$ cat config.mk
export PLATFORM = sky130hd
export DESIGN_NAME = clk_div_sched
export DESIGN_NICKNAME = d
export VERILOG_FILES = /design/src/rtl/clk_div_sched.sv
export SDC_FILE = /design/constraint.sdc
export NUM_CORES = 1
export LEC_CHECK = 0
export CORE_ASPECT_RATIO = 1.4
export CORE_MARGIN = 5
export CORE_UTILIZATION = 45
export CTS_CLUSTER_DIAMETER = 200
export DETAILED_ROUTE_END_ITERATION = 7
export GPL_TIMING_DRIVEN = 0
export PLACE_DENSITY = 0.81
export SYNTH_ARGS = -nofsm -noshare
export SYNTH_HDL_FRONTEND = slang
export SYNTH_SLANG_ARGS = --single-unit
$ cat constraint.sdc
create_clock -name i_ref_clk -period 7.9 [get_ports i_ref_clk]
set_input_delay 1.58 -clock i_ref_clk [delete_from_list [all_inputs] [get_ports i_ref_clk]]
set_output_delay 1.58 -clock i_ref_clk [all_outputs]
set_load 0.02 [all_outputs]
$ cat src/rtl/clk_div_sched.sv
// clk_div_sched: round-robin arbiter and quiesce/load/settle sequencer for
// the system clock divider. Optional CLK_DIV_SCHED_SKIP_SAME_EN skips same-ratio loads.
module clk_div_sched #(
    parameter logic [7:0] DEFAULT_RATIO = 8'd32,
    parameter int         QUIESCE_CYC   = 4
) (
    input  logic       i_ref_clk,
    input  logic       i_rstn,
    input  logic       i_div_en,
    input  logic       i_req0_valid,
    input  logic [7:0] i_req0_ratio,
    output logic       o_req0_ack,
    input  logic       i_req1_valid,
    input  logic [7:0] i_req1_ratio,
    output logic       o_req1_ack,
    output logic [7:0] o_div_ratio,
    output logic       o_clk_en,
    output logic       o_busy
);

    typedef enum logic [2:0] {
        IDLE,
        QUIESCE,
        LOAD,
        SETTLE,
        DONE
    } state_t;

    localparam logic [7:0] Q_LAST = 8'(QUIESCE_CYC - 1);

    state_t     state;
    state_t     state_nxt;
    logic [7:0] cnt;
    logic [7:0] pending;
    logic       gnt_id;
    logic       last;

    logic       gnt_any;
    logic       gnt_sel;
    logic [7:0] gnt_ratio;
    logic [7:0] settle_last;

    // Arbitration: a tie goes to the requester not granted last time.
    always_comb begin
        gnt_any   = i_req0_valid | i_req1_valid;
        gnt_sel   = 1'b0;
        if (i_req0_valid && i_req1_valid) begin
            gnt_sel = ~last;
        end else begin
            gnt_sel = i_req1_valid;
        end
        gnt_ratio = gnt_sel ? i_req1_ratio : i_req0_ratio;
        settle_last = (pending >= 8'd2) ? pending - 8'd1 : 8'd0;
    end

    // Next-state logic; ratios 0 and 1 settle for a single cycle.
    always_comb begin
        state_nxt = state;
        unique case (state)
            IDLE: begin
                if (gnt_any) begin
`ifdef CLK_DIV_SCHED_SKIP_SAME_EN
                    if (gnt_ratio == o_div_ratio) begin
                        state_nxt = DONE;
                    end else begin
                        state_nxt = QUIESCE;
                    end
`else
                    state_nxt = QUIESCE;
`endif
                end
            end
            QUIESCE: begin
                if (cnt == Q_LAST) begin
                    state_nxt = LOAD;
                end
            end
            LOAD: begin
                state_nxt = SETTLE;
            end
            SETTLE: begin
                if (cnt == settle_last) begin
                    state_nxt = DONE;
                end
            end
            DONE: begin
                state_nxt = IDLE;
            end
            default: begin
                state_nxt = IDLE;
            end
        endcase
    end

    // State, counter, grant capture and registered divider controls.
    always_ff @(posedge i_ref_clk) begin
        if (!i_rstn) begin
            state       <= IDLE;
            cnt         <= 8'd0;
            pending     <= DEFAULT_RATIO;
            gnt_id      <= 1'b0;
            last        <= 1'b1;
            o_div_ratio <= DEFAULT_RATIO;
            o_clk_en    <= 1'b0;
        end else begin
            state <= state_nxt;
            if (state_nxt != state || state == IDLE) begin
                cnt <= 8'd0;
            end else begin
                cnt <= cnt + 8'd1;
            end
            if (state == IDLE && gnt_any) begin
                pending <= gnt_ratio;
                gnt_id  <= gnt_sel;
                last    <= gnt_sel;
            end
            if (state == LOAD) begin
                o_div_ratio <= pending;
            end
            o_clk_en <= i_div_en &&
                        !(state_nxt == QUIESCE || state_nxt == LOAD);
        end
    end

    // Acks decode from DONE, so they can never be high together.
    always_comb begin
        o_busy     = (state != IDLE);
        o_req0_ack = (state == DONE) && !gnt_id;
        o_req1_ack = (state == DONE) && gnt_id;
    end

endmodule
==> flow_summary_export.csv <==
group,metric,value,unit
setup_path,crit_arrival,1.76,ns
placed_design,hpwl,2.86,mm
routing,wl_per_cell,14.0,um
synthesis,ys_warn_count,0,
synthesis,synth-seq-cells,30,
clock_tree,clk_pin_slew,0.06,ns
clock_tree,worstSkewPairLatency,0.28,ns
grt,gr-total-overflow,0,
routing,wirelength,3.81,mm
placed_design,place_inst,264,
cells_and_area,seqCellArea,601,um2
timing,skew,0.00203,ns
routing,drt_iter0_drc,22,
timing,setup_viol,0,
synthesis,yosys_most_used_dff,"dfxtp_1",
synthesis,yosys.area.top_type,"dfxtp_1",
cells_and_area,multiInputGateArea,0.00106,mm2
floorplan,die_area,0.00525,mm2
cells_and_area,final_cells,272,
floorplan,dieHeight,83.8,um
setup_path,crit_path_end_kind,"output pin",
timing,rsz0062_at_grt,"no",
cells_and_area,diodes,0,
grt,grt_pass1_wl,6.51,mm
grt,grt_pass1_vias,1458,
min_path,hp-class,"reg2reg",
floorplan,start_util,47.2,%
cells_and_area,drive_gt1_share,10.4,%
synthesis,yosysSeqAreaShare,34.3,%
run,drv_cap,0,
timing,finalCriticalPeriod,3.34,ns
cells_and_area,syn2layout_area_growth,27.6,%
setup_path,path_class,"reg2out",
routing,post-route-drc-count,0,
synthesis,synth-edff-count,0,
cells_and_area,fin_util,60.2,%
cells_and_area,fillers,334,
clock_tree,cts_max_level,2,
clock_tree,postCtsResizedCells,0,
grt,grt_max_degree,11,
timing,maxSlewHeadroom,58.4,%
routing,firstDrtPassIters,5,
synthesis,ys_types,49,
timing,period_share,42.2,%
clock_tree,cts_tree,"done",
power_and_ir_drop,p_per_area,176,mW/mm2
clock_tree,post_cts_buffers,0,
routing,dr_total_vias,1514,
synthesis,synth_top_cell_area_share,34.3,%
timing,holdWs,0.476,ns
synthesis,yosys-top-cells-area,"dfxtp_1 34%, mux2i_1 9.2%, o211a_1 4.6%",
placed_design,routabilityCongestion,0.812,
synthesis,ys_async_sr_fraction,0,%
cells_and_area,final_nets,253,
routing,viasPerCell,5.57,
synthesis,syn_inst,190,
routing,ant_nets,0,
floorplan,die_w,62.7,um
timing,hold_violations,0,
timing,worstMarginPinSlew,0.621,ns
synthesis,syn-num-nets,214,
clock_tree,root_buffer,"clkbuf_8",
clock_tree,cts_buffer_depth,2,
floorplan,fp-row-count,26,
timing,timing.fmax,300,MHz
clock_tree,cts.sinks,30,
synthesis,synth_area,0.00175,mm2
setup_path,crit_required,6.32,ns
setup_path,crit_path_max_fanout,9,
synthesis,avgSynthCellArea,9.21,um2
power_and_ir_drop,p_leak,0.854,nW
status,status,"completed",
power_and_ir_drop,ir_drop,148,uV
timing,tns,0,ns
floorplan,num_io_pins,33,
clock_tree,hold_buffers,0,
grt,antenna_found_initial,0,
clock_tree,cts_buffers,5,
grt,grtUsageTotal,15.1,%
timing,maxSlewViolCount,0,
placed_design,port_buffers,32,
setup_path,worstSetupStartpointType,"flip-flop",
floorplan,core_area,0.00371,mm2
==> path summary, 6_finish.rpt <==
path                            slack, ns                          end  cells after the start                        start
worst max-delay path                 4.56                       o_busy                      4          state[0]$_SDFF_PN0_
worst min-delay path                 0.48  o_div_ratio[5]$_SDFFE_PN1N_                      2  o_div_ratio[5]$_SDFFE_PN1N_
worst max register to register       4.98            cnt[1]$_SDFF_PP0_                     10      pending[0]$_SDFFE_PN0P_
worst min register to register       0.48  o_div_ratio[5]$_SDFFE_PN1N_                      2  o_div_ratio[5]$_SDFFE_PN1N_
==> cell usage in the layout (no fill, tap or decap), types with 2 or more instances in the layout <==
cell type and count:
buf_2 2, a21boi_1 2, o21ai_0 4, dfxtp_1 30, nor3b_1 2, xnor2_1 6, nand2_1 16, a21boi_0 3
o2111ai_4 2, mux2i_1 16, clkbuf_8 9, o211a_1 8, nor4b_1 2, ha_1 3, nor3_1 5, xor2_1 6
inv_1 6, and3_1 2, o32a_1 2, nand3_1 8, clkdlybuf4s50_1 32, or4_1 3, a21oi_1 9, o21a_1 2
clkbuf_1 8, nor2b_1 10, nor2_1 8, nor4_1 2
==> metrics by stage <==
stage / area (um2) / power (W) / worst slack (ns)
after floorplan: 1750 / 0.000228 / 5.11
after global placement: 2120 / 0.000251 / 4.55
after detailed placement: 2120 / 0.000253 / 4.52
after CTS: 2230 / 0.000396 / 4.55
after global routing: 2230 / 0.000412 / 4.47
final: 2230 / 0.000393 / 4.56
==> synthesized netlist by cell type (all sizes together), types with 5 or more instances <==
master   n
a21oi    9
xnor2    6
dfxtp   30
clkbuf  10
nor2     8
a21boi   5
nand3    8
nor3     5
nor2b   10
xor2     6
mux2i   16
o211a    8
nand2   16
inv      6
==> layout make-up <==
class / instances / share of cell area [%]
buffer: 14 / 3.14
clock buffer: 8 / 4.93
inverter: 6 / 1.01
multi-input combinational: 140 / 47.3
sequential: 30 / 26.9
tap: 42 / 2.35
timing repair buffer: 32 / 14.3
==> routing by layer <==
| layer | wire, um | track usage, % | vias up | part of all wire, % |
|---|---|---|---|---|
| met1 | 1630 | 16.2 | 707 | 43 |
| met2 | 2000 | 27.9 | 31 | 52 |
| met3 | 109 | 3.23 | 7 | 2.9 |
| met5 | 0 | 0 | - | 0 |
| met4 | 76 | 6.37 | 0 | 2.0 |
| li1 | - | - | 769 | - |
==> report_power, final <==
group	internal, W	switching (W)	total [W]
clock network	0.0000878	0.0000551	0.000143
registers	0.000158	0.00000574	0.000163
logic	0.0000423	0.0000448	0.0000871
==> critical path, cell delays in order (launching register included) <==
cell	delay (ns)
dfxtp_1	0.29
buf_2	0.19
or3_1	0.32
clkbuf_1	0.13
clkdlybuf4s50_1	0.55
==> sequential cells by signal, summed over array words and instances (netlist names) <==
name and count:
cnt 8, gnt_id 1, last 1, o_clk_en 1, o_div_ratio 8, pending 8
state 3
==> cell families (layout without fill, tap and decap cells) <==
logic type | count (synthesis) | after routing | share of synthesized area, %
multiplexers | 17 | 17 | 9.80
adder cells (fa/ha/maj) | 3 | 3 | 2.15
AND/OR/NAND/NOR | 65 | 65 | 20.6
flip-flops | 30 | 30 | 34.3
AO/OA/AOI/OAI | 43 | 43 | 21.8
XOR/XNOR | 12 | 12 | 6.01
buffers and inverters | 20 | 60 | 5.29
(Power assumes the default switching activity.)
